$ cat src/rtl/fp_add_pipe.sv
// Three-stage pipelined floating-point adder/subtractor (swap/align, add/LZC, normalise/round/pack).
// Global-stall handshake: every stage advances together whenever the output slot is free or being taken.
module fp_add_pipe #(
    parameter int EXP_W = 8,
    parameter int MAN_W = 23
) (
    input  logic                   clk,
    input  logic                   rst,
    input  logic                   in_valid,
    output logic                   in_ready,
    input  logic                   op_sub,
    input  logic [EXP_W+MAN_W:0]   a,
    input  logic [EXP_W+MAN_W:0]   b,
    output logic                   out_valid,
    input  logic                   out_ready,
    output logic [EXP_W+MAN_W:0]   s,
    output logic                   ovf
);

    localparam int W  = 1 + EXP_W + MAN_W;
    localparam int SW = MAN_W + 4;     // hidden + fraction + guard/round/sticky
    localparam int XW = EXP_W + 2;     // headroom for carry and rounding increments

    logic              advance_s;
    logic              v1_r, v2_r, v3_r;

    logic              a_ge_s, sb_s, sign_big_s, sign_small_s;
    logic [W-2:0]      big_s, small_s;
    logic [EXP_W-1:0]  eb_s, es_s, diff_s;
    logic [SW-1:0]     sig_big_s, ext_small_s, shifted_s, align_s;
    logic              lost_s;

    logic              sign1_r, sub1_r;
    logic [EXP_W-1:0]  exp1_r;
    logic [SW-1:0]     sig_a1_r, sig_b1_r;

    logic [SW:0]       sum_s;
    logic [XW-1:0]     lzc_s, limit_s, shift_s;
    logic              zero_s;

    logic              sign2_r;
    logic [EXP_W-1:0]  exp2_r;
    logic [SW:0]       sum2_r;
    logic [XW-1:0]     shift2_r;

    logic [SW-1:0]     norm_s;
    logic [XW-1:0]     exp_n_s, exp_z_s, exp_f_s;
    logic              round_s, ovf_s;
    logic [MAN_W+1:0]  mant_s;
    logic [MAN_W-1:0]  frac_s;
    logic [W-1:0]      res_s;

    assign in_ready  = !v3_r || out_ready;
    assign out_valid = v3_r;
    assign advance_s = in_ready;

    // Stage 1 combinational: order by magnitude, build significands, align the smaller one
    always_comb begin
        a_ge_s = (a[W-2:0] >= b[W-2:0]);
        sb_s   = b[W-1] ^ op_sub;
        if (a_ge_s) begin
            big_s        = a[W-2:0];
            small_s      = b[W-2:0];
            sign_big_s   = a[W-1];
            sign_small_s = sb_s;
        end else begin
            big_s        = b[W-2:0];
            small_s      = a[W-2:0];
            sign_big_s   = sb_s;
            sign_small_s = a[W-1];
        end
        // Denormals behave as exponent 1 with a zero hidden bit
        eb_s        = (big_s[W-2:MAN_W] == {EXP_W{1'b0}}) ? EXP_W'(1) : big_s[W-2:MAN_W];
        es_s        = (small_s[W-2:MAN_W] == {EXP_W{1'b0}}) ? EXP_W'(1) : small_s[W-2:MAN_W];
        sig_big_s   = {|big_s[W-2:MAN_W], big_s[MAN_W-1:0], 3'b000};
        ext_small_s = {|small_s[W-2:MAN_W], small_s[MAN_W-1:0], 3'b000};
        diff_s      = eb_s - es_s;
        shifted_s   = ext_small_s >> diff_s;
        lost_s      = |(ext_small_s & ~({SW{1'b1}} << diff_s));
        if (int'(diff_s) >= MAN_W + 3) begin
            align_s = {{(SW-1){1'b0}}, |ext_small_s};
        end else begin
            align_s = {shifted_s[SW-1:1], shifted_s[0] | lost_s};
        end
    end

    // Stage 1 register
    always_ff @(posedge clk or posedge rst) begin
        if (rst) begin
            v1_r     <= 1'b0;
            sign1_r  <= 1'b0;
            sub1_r   <= 1'b0;
            exp1_r   <= {EXP_W{1'b0}};
            sig_a1_r <= {SW{1'b0}};
            sig_b1_r <= {SW{1'b0}};
        end else if (advance_s) begin
            v1_r     <= in_valid;
            sign1_r  <= sign_big_s;
            sub1_r   <= sign_big_s ^ sign_small_s;
            exp1_r   <= eb_s;
            sig_a1_r <= sig_big_s;
            sig_b1_r <= align_s;
        end
    end

    // Stage 2 combinational: add/subtract and leading-zero count limited by exponent headroom
    always_comb begin
        if (sub1_r) begin
            sum_s = {1'b0, sig_a1_r} - {1'b0, sig_b1_r};
        end else begin
            sum_s = {1'b0, sig_a1_r} + {1'b0, sig_b1_r};
        end
        lzc_s = XW'(SW);
        for (int i = 0; i < SW; i++) begin
            lzc_s = sum_s[i] ? XW'(SW - 1 - i) : lzc_s;
        end
        limit_s = {2'b00, exp1_r - EXP_W'(1)};
        shift_s = (lzc_s > limit_s) ? limit_s : lzc_s;
        zero_s  = (sum_s == {(SW+1){1'b0}});
    end

    // Stage 2 register
    always_ff @(posedge clk or posedge rst) begin
        if (rst) begin
            v2_r     <= 1'b0;
            sign2_r  <= 1'b0;
            exp2_r   <= {EXP_W{1'b0}};
            sum2_r   <= {(SW+1){1'b0}};
            shift2_r <= {XW{1'b0}};
        end else if (advance_s) begin
            v2_r     <= v1_r;
            sign2_r  <= (sub1_r && zero_s) ? 1'b0 : sign1_r;
            exp2_r   <= exp1_r;
            sum2_r   <= sum_s;
            shift2_r <= shift_s;
        end
    end

    // Stage 3 combinational: normalise, round to nearest even, pack with overflow saturation
    always_comb begin
        if (sum2_r[SW]) begin
            norm_s  = {sum2_r[SW:2], sum2_r[1] | sum2_r[0]};
            exp_n_s = {2'b00, exp2_r} + XW'(1);
        end else begin
            norm_s  = sum2_r[SW-1:0] << shift2_r;
            exp_n_s = {2'b00, exp2_r} - shift2_r;
        end
        exp_z_s = norm_s[SW-1] ? exp_n_s : {XW{1'b0}};
        round_s = norm_s[2] & (norm_s[1] | norm_s[0] | norm_s[3]);
        mant_s  = {1'b0, norm_s[SW-1:3]} + {{(MAN_W+1){1'b0}}, round_s};
        if (mant_s[MAN_W+1]) begin
            frac_s  = {MAN_W{1'b0}};
            exp_f_s = exp_z_s + XW'(1);
        end else begin
            frac_s  = mant_s[MAN_W-1:0];
            exp_f_s = ((exp_z_s == {XW{1'b0}}) && mant_s[MAN_W]) ? XW'(1) : exp_z_s;
        end
        ovf_s = (exp_f_s >= {2'b00, {EXP_W{1'b1}}});
        if (ovf_s) begin
            res_s = {sign2_r, {EXP_W{1'b1}}, {MAN_W{1'b0}}};
        end else begin
            res_s = {sign2_r, exp_f_s[EXP_W-1:0], frac_s};
        end
    end

    // Stage 3 register drives the outputs directly
    always_ff @(posedge clk or posedge rst) begin
        if (rst) begin
            v3_r <= 1'b0;
            s    <= {W{1'b0}};
            ovf  <= 1'b0;
        end else if (advance_s) begin
            v3_r <= v2_r;
            s    <= res_s;
            ovf  <= ovf_s;
        end
    end

endmodule

$ cat config.mk
export PLATFORM = sky130hd
export DESIGN_NAME = fp_add_pipe
export DESIGN_NICKNAME = d
export VERILOG_FILES = /design/src/rtl/fp_add_pipe.sv
export SDC_FILE = /design/constraint.sdc
export NUM_CORES = 1
export LEC_CHECK = 0
export CORE_UTILIZATION = 32
export CTS_CLUSTER_DIAMETER = 200
export DETAILED_ROUTE_END_ITERATION = 7
export GPL_ROUTABILITY_DRIVEN = 0
export PLACE_DENSITY = 0.45
export SLEW_MARGIN = 5
export SYNTH_ARGS = -nofsm -noshare
export SYNTH_HDL_FRONTEND = slang
export SYNTH_SLANG_ARGS = --single-unit
$ cat constraint.sdc
create_clock -name clk -period 11.6 [get_ports clk]
set_clock_uncertainty 0.05 [all_clocks]
set_input_delay 2.32 -clock clk [delete_from_list [all_inputs] [get_ports clk]]
set_output_delay 2.32 -clock clk [all_outputs]
set_load 0.01 [all_outputs]
==> results.json, run 1 <==
{
  "outcome": "finished, violations left",
  "violated_checks": "design-rule violations",
  "final_layout_size_suffix_gt1_share_pct": 7.14,
  "detail_route.wirelength.met1_um": 28100,
  "syn-num-nets": 2138,
  "routed-wl-met2_um": 24700,
  "final_common_cell": "sky130_fd_sc_hd__nand2_1",
  "fin_nets": 2168,
  "power.static_leakage_nw": 7.26,
  "hold_ws_ns": 0.422,
  "crit_path_start_kind": "primary input",
  "floorplan.io_pins": 104,
  "power_density_mw_per_mm2": 239,
  "detail-route-antenna-nets": 0,
  "insertedDiodeCount": 0,
  "worstHoldPathType": "reg2reg",
  "drt-vias-per-instance": 6.00,
  "synthDistinctLibCells": 100,
  "synth_seq_area_share_pct": 22.6,
  "route.vias.total": 15700,
  "hpwlAfterDp_um": 44300,
  "final.setup.worst_slack_ns": 1.89,
  "numPortBuffers": 103,
  "grt_max_degree": 144,
  "rsz0062_at_grt": "false",
  "fmaxAchievable_ghz": 0.103,
  "ir_drop_v": 0.000121,
  "die_wd_um": 223,
  "maxSlewHeadroom_pct": 31.6,
  "crit_fanout": 22,
  "number_of_buffers_inserted_by_post_cts_setup_repair": 0,
  "maxSlewViolCount": 0,
  "grt_pass1_vias": 15200,
  "final-seq-area_mm2": 0.00355,
  "crit_arrival_ns": 10.00,
  "htreeDepth": 4,
  "path_cells": "clkdlybuf4s50_1 > inv_1 > ha_1 > nand4_1 > nor4_1 > a2111oi_0 > a2111oi_1 > nor2_4 > mux2i_1 > nand4_1 > nor4_1 > a211oi_1 > ha_1 > fa_1 > nand2b_1 > o2bb2ai_1 > xnor2_1 > nand2_1 > a211oi_1 > nor2_1 > a2111oi_0 > o311ai_0 > nor4_1 > a21oi_1",
  "met3RoutedLength_um": 3860,
  "wl_per_cell_um": 21.9,
  "timing.critical_path.to_type": "register",
  "synthArstFlopShare_pct": 100,
  "initial_standard_cell_utilization_of_the_core_pct": 32.7,
  "timing.final.crit_share_pct": 83.7,
  "worst-endpoint-required_ns": 11.89,
  "die_height_um": 223,
  "setup.worst_path.class": "in2reg",
  "syn_area_mm2": 0.0157,
  "final-setup-viol-count": 0,
  "route.final.wire_length_um": 57300,
  "ys_seq_elements": 142,
  "layout_common_cells": "244 x sky130_fd_sc_hd__nand2_1, 141 x sky130_fd_sc_hd__dfrtp_1, 136 x sky130_fd_sc_hd__nor2_1, 132 x sky130_fd_sc_hd__o21ai_0, 116 x sky130_fd_sc_hd__mux2i_1",
  "final_hold_viol_count": 0,
  "dr.first_iter.drc_count": 1536,
  "dominantRegCellSynth": "sky130_fd_sc_hd__dfrtp_1",
  "coreArea_mm2": 0.0480,
  "multi_input_comb_area_mm2": 0.0112,
  "design.die.area_mm2": 0.0499,
  "antenna_found_initial": 0,
  "max-clock-path-buffers": 2,
  "fillerInstances": 5121,
  "post_synth_edffs": 0,
  "1st_pass_router_iterations": 8,
  "detail_route.drc_violations": 4,
  "cts_num_sinks": 142,
  "cts_made_buffers": 17,
  "post_cts_hold_buffer_count": 0,
  "report.power.total_mw": 4.26,
  "period_minus_slack_ns": 9.71,
  "top_routing_layer_in_use": "met4",
  "ys_warn_count": 0,
  "fp-row-count": 80,
  "maxCapViolCount": 0,
  "grt_first_pass_wirelength_um": 89500,
  "all_layer_gr_usage_pct": 23.0,
  "synthCells": 1960,
  "clock_insertion_delay_worst_skew_ns": 0.47,
  "worst_path_most_repeated_cell": "sky130_fd_sc_hd__nor4_1",
  "timing.setup.tns_ns": 0,
  "dp_slack_ns": 1.55,
  "area.growth.synth_to_final_pct": 13.4,
  "tritoncts": "done",
  "total_of_cells_resized_after_clock_tree_synthesis": 0,
  "syn_avg_cell_area_um2": 8.01,
  "globalRouteOverflowTotal": 0,
  "cts.reportedPaths.clkPinSlew_ns": 0.06,
  "library_cell_used_as_clock_root_buffer": "sky130_fd_sc_hd__clkbuf_16",
  "worstMarginPinSlew_ns": 1.03,
  "cpMaxStageDelayCell": "sky130_fd_sc_hd__a2111oi_1",
  "critical-path-max-stage-delay_ns": 0.84
}
where the power goes:
group	switching [mW]	internal, mW	leakage, nW
clock	0.235	0.343	0.286
sequential	0.226	0.661	1.76
combinational	1.70	1.09	5.21
cell families after synthesis:
family	count (synthesis)	synth area share, %
AND/OR/NAND/NOR	689	21.4
flip-flops	142	22.6
AO/OA/AOI/OAI	558	24.0
buffers and inverters	224	5.85
XOR/XNOR	76	4.24
adder cells (fa/ha/maj)	110	8.89
multiplexers	161	12.9
synthesized netlist by cell type (all sizes together) (7+ instances only):
master	instances	share of area [%]
nand2	245	5.9
nor3b	7	0.37
o211ai	19	0.94
nor2	138	3.3
a21oi	107	3.4
a222oi	8	0.51
a2111oi	7	0.40
and3	17	0.68
a221oi	17	0.99
nand2b	24	0.96
a22oi	23	1.1
dfrtp	142	23
a22o	10	0.56
buf	33	1.3
and4	10	0.56
xor2	33	1.8
a211oi	20	0.96
or3	18	0.75
a21o	17	0.81
clkbuf	79	1.9
nor3	48	1.6
nor2b	23	0.92
xnor2	43	2.4
o31ai	18	0.86
o21ai	153	4.9
nand3	57	1.8
mux2i	117	7.5
nand4	26	1.1
o221ai	13	0.73
ha	106	8.4
mux4	32	4.6
or2	12	0.48
inv	112	2.7
mux2	12	0.86
and2	19	0.76
a32oi	19	1.1
o22ai	23	1.1
nor4	25	1.1
o21a	14	0.68
a31oi	14	0.56
final timing paths:
| check | start | end | slack (ns) | cells after the start |
|---|---|---|---|---|
| setup / recovery | b[14] | sig_b1_r[0] | 1.89 | 24 |
| hold / removal | s[31] | s[31] | 0.42 | 2 |
| setup reg to reg | sig_b1_r[8] | shift2_r[3] | 5.67 | 24 |
| hold reg to reg | s[31] | s[31] | 0.42 | 2 |
| max in group asynchronous | rst | v1_r | 7.87 | 3 |
| min in group asynchronous | rst | sig_a1_r[3] | 2.31 | 2 |
registers in the layout, indices dropped and copies added (netlist names), 8 cells and up:
register	count
sig_b1_r	27
sig_a1_r	24
exp2_r	8
sum2_r	28
exp1_r	8
shift2_r	8
s	32
per-stage QoR:
stage	util, %	instance area [um2]	cells
after floorplan	-	15700	1960
after global placement	35.8	17200	2586
after detailed placement	35.8	17200	2586
after CTS	37.0	17800	2618
after global routing	37.0	17800	2618
final	37.0	17800	2618
worst max-delay path: cells and delay by family:
family	cells	cell delay (ns)
AOI/OAI and AO/OA	8	2.55
buffers and inverters	2	0.72
adders and majority gates	3	1.03
xor gates and xnor gates	1	0.66
muxes	1	0.47
and+or+nand+nor	9	2.22
layer usage:
metal / vias to the layer above / track usage [%]
met4: 0 / 4.79
met3: 51 / 4.21
met2: 590 / 34.0
met1: 7707 / 34.4
met5: - / 0
li1: 7356 / -
layout make-up:
cell class                 count  share of cell area (%)
multi-input combinational   1594                    63.2
sequential                   142                    20.0
timing repair buffer         123                    6.71
tap                          615                    4.32
clock buffer                  19                    2.49
inverter                     112                    2.39
clock inverter                13                   0.928
(Power assumes the default switching activity.)
==> run 2, diff against run 1 <==
--- a/config.mk
+++ b/config.mk
@@ -9,7 +9,7 @@
 export CTS_CLUSTER_DIAMETER = 200
 export DETAILED_ROUTE_END_ITERATION = 7
 export GPL_ROUTABILITY_DRIVEN = 0
-export PLACE_DENSITY = 0.45
+export PLACE_DENSITY = 0.47
 export SLEW_MARGIN = 5
 export SYNTH_ARGS = -nofsm -noshare
 export SYNTH_HDL_FRONTEND = slang
==> constraint.sdc (replaced) <==
create_clock -name clk -period 7.78 [get_ports clk]
set_clock_uncertainty 0.05 [all_clocks]
set_input_delay 1.556 -clock clk [delete_from_list [all_inputs] [get_ports clk]]
set_output_delay 1.556 -clock clk [all_outputs]
set_load 0.01 [all_outputs]
==> run 2 against run 1 <==
Against the previous run:
- the run now ends clean
- via count increased by 1.9%
- first-iteration DRC count increased by 0.52%
- sequential power increased by 52%
- sequential share of layout area decreased by 0.79 points
- final area increased by 4.1%
- die area unchanged
- critical path depth increased by 2
- critical path type unchanged
- critical endpoint unchanged
- largest cell class unchanged
- largest power group unchanged
==> results.json, run 2 (synthesized netlist as in run 1, its figures left out) <==
{
  "outcome": "complete, no violations",
  "cpMaxStageDelayCell": "sky130_fd_sc_hd__a2111o_1",
  "setup.worst_path.class": "in2reg",
  "insertedDiodeCount": 0,
  "1st_pass_router_iterations": 6,
  "gr-usage-met3_pct": 3.62,
  "route.vias.total": 16000,
  "timing.hold.worst_path_depth": 2,
  "route.final.wire_length_um": 56800,
  "grt_first_pass_wirelength_um": 90600,
  "die_wd_um": 223,
  "worst-endpoint-required_ns": 8.09,
  "all_layer_gr_usage_pct": 23.1,
  "maxSlewHeadroom_pct": 32.4,
  "regToRegEndpoint": "shift2_r[1]",
  "max-clock-path-buffers": 2,
  "crit_path_start_kind": "primary input",
  "timing.critical_path.buf_inv": 4,
  "worstReg2RegStart": "sig_b1_r[8]",
  "worstHoldStart": "v2_r",
  "timing.critical_path.to_type": "register",
  "rsz0062_at_grt": "false",
  "coreArea_mm2": 0.0480,
  "global_route.peak_usage_layer": "met2",
  "final_hold_viol_count": 0,
  "timing.final.crit_share_pct": 94.0,
  "fmaxAchievable_ghz": 0.137,
  "dp_slack_ns": -0.00887,
  "power_density_mw_per_mm2": 347,
  "library_cell_used_as_clock_root_buffer": "sky130_fd_sc_hd__clkbuf_16",
  "wl_per_cell_um": 20.9,
  "crit_fanout": 7,
  "largest_register": "s",
  "detail_route.drc_violations": 0,
  "drt-vias-per-instance": 5.89,
  "maxCapViolCount": 0,
  "final_core_utilization_pct": 38.6,
  "cts.reportedPaths.clkPinSlew_ns": 0.07,
  "tritoncts": "done",
  "globalRouteOverflowTotal": 0,
  "cts_num_sinks": 142,
  "area.growth.synth_to_final_pct": 18.1,
  "worstMarginPinSlew_ns": 1.00,
  "final_common_cell": "sky130_fd_sc_hd__nand2_1",
  "timing.reg2reg.setup_slack_ns": 1.79,
  "critical-path-max-stage-delay_ns": 0.54,
  "fp-row-count": 80,
  "clock_insertion_delay_worst_skew_ns": 0.48,
  "initial_standard_cell_utilization_of_the_core_pct": 32.7,
  "grt_util_met2_pct": 34.6,
  "fin_nets": 2266,
  "largest_register_ff_count": 32,
  "floorplan.io_pins": 104,
  "r2r_cell_count": 24,
  "crit_arrival_ns": 7.63,
  "biggestRegsByFlops": "s: 32 flops, sum2_r: 28 flops, sig_b1_r: 27 flops",
  "htreeDepth": 4,
  "grt_pass1_vias": 15600,
  "detail-route-antenna-nets": 0,
  "grt_max_degree": 146,
  "die_height_um": 223,
  "groute.layer.met1.usage_pct": 33.7,
  "final-setup-viol-count": 0,
  "power.static_leakage_nw": 7.71,
  "total_of_cells_resized_after_clock_tree_synthesis": 0,
  "timing.hold.worst_endpoint": "v2_r",
  "hpwlAfterDp_um": 44100,
  "post_cts_hold_buffer_count": 0,
  "antenna_found_initial": 0,
  "worstHoldPathType": "reg2reg",
  "cts_made_buffers": 17,
  "dr.first_iter.drc_count": 1544,
  "ir_drop_v": 0.000177,
  "numPortBuffers": 103,
  "design.die.area_mm2": 0.0499,
  "layout_common_cells": "244 x sky130_fd_sc_hd__nand2_1, 141 x sky130_fd_sc_hd__dfrtp_1, 136 x sky130_fd_sc_hd__nor2_1, 132 x sky130_fd_sc_hd__o21ai_0, 116 x sky130_fd_sc_hd__mux2i_1",
  "period_minus_slack_ns": 7.32,
  "number_of_buffers_inserted_by_post_cts_setup_repair": 0,
  "cp_top_family": "compound AO/OA/AOI/OAI gates",
  "final_layout_size_suffix_gt1_share_pct": 11.4,
  "maxSlewViolCount": 0,
  "final.setup.worst_slack_ns": 0.465
}
==> run 2: worst reg2reg max path, cell delays in order, from the launching register on <==
cell                       delay [ns]
sky130_fd_sc_hd__dfrtp_1         0.44
sky130_fd_sc_hd__inv_1           0.07
sky130_fd_sc_hd__ha_1            0.41
sky130_fd_sc_hd__nor4_1          0.86
sky130_fd_sc_hd__o31ai_1         0.31
sky130_fd_sc_hd__a31oi_1         0.36
sky130_fd_sc_hd__nor3_1          0.17
sky130_fd_sc_hd__nor4b_1         0.41
sky130_fd_sc_hd__nand2b_1        0.16
sky130_fd_sc_hd__a211oi_1        0.08
sky130_fd_sc_hd__xnor2_1         0.30
sky130_fd_sc_hd__o21ai_0         0.16
sky130_fd_sc_hd__o311a_1         0.34
sky130_fd_sc_hd__or2_2           0.30
sky130_fd_sc_hd__ha_1            0.18
sky130_fd_sc_hd__nor2b_1         0.11
sky130_fd_sc_hd__o21a_1          0.11
sky130_fd_sc_hd__o21ai_0         0.07
sky130_fd_sc_hd__nand2b_1        0.07
sky130_fd_sc_hd__a21oi_1         0.06
sky130_fd_sc_hd__a311oi_1        0.23
sky130_fd_sc_hd__nand2_1         0.21
sky130_fd_sc_hd__nor3_1          0.27
sky130_fd_sc_hd__a21oi_1         0.07
sky130_fd_sc_hd__o31ai_1         0.09
==> run 2: per-layer routing <==
metal | part of all wire (%) | up-vias
met5 | 0 | -
met1 | 48 | 7755
met2 | 43 | 632
li1 | - | 7532
met4 | 2.0 | 0
met3 | 6.9 | 86
==> run 2: layout make-up <==
cell class	instances	area [um2]
repair buffers	220	1950
fillers	4956	29500
inverters	112	425
clock buffers	20	447
well taps	615	769
clock inverters	12	136
multi-input cells	1595	11300
flip-flops and latches	142	3550
==> run 2: through the flow <==
step / std cells / area, um2 / power, mW / hold WS (ns) / setup TNS [ns]
4_1_cts: 2715 / 18500 / 6.40 / 0.427 / 0
6_report: 2716 / 18500 / 6.43 / 0.421 / 0
3_5_place_dp: 2683 / 17900 / 5.51 / 0.411 / -0.00887
5_1_grt: 2716 / 18500 / 6.92 / 0.453 / 0
2_1_floorplan: 1960 / 15700 / 4.17 / 0.380 / 0
3_3_place_gp: 2683 / 17900 / 5.51 / 0.400 / 0
==> run 2: worst max-delay path by stage <==
stage / from / to / slack (ns) / cells past startpoint
after floorplan: b[18] / sig_b1_r[1] / 0.33 / 27
after global placement: b[18] / sig_b1_r[0] / 0.15 / 26
after detailed placement: b[18] / sig_b1_r[0] / -0.009 / 25
after CTS: b[18] / sig_b1_r[3] / 0.49 / 27
after global routing: b[18] / sig_b1_r[0] / 0.01 / 26
final: b[18] / sig_b1_r[0] / 0.46 / 26
==> run 2: report_power, final <==
part | total, mW | switching (mW) | internal, mW
clock | 0.845 | 0.365 | 0.480
sequential | 1.35 | 0.365 | 0.984
combinational | 4.23 | 2.50 | 1.73
total | 6.43 | 3.23 | 3.20
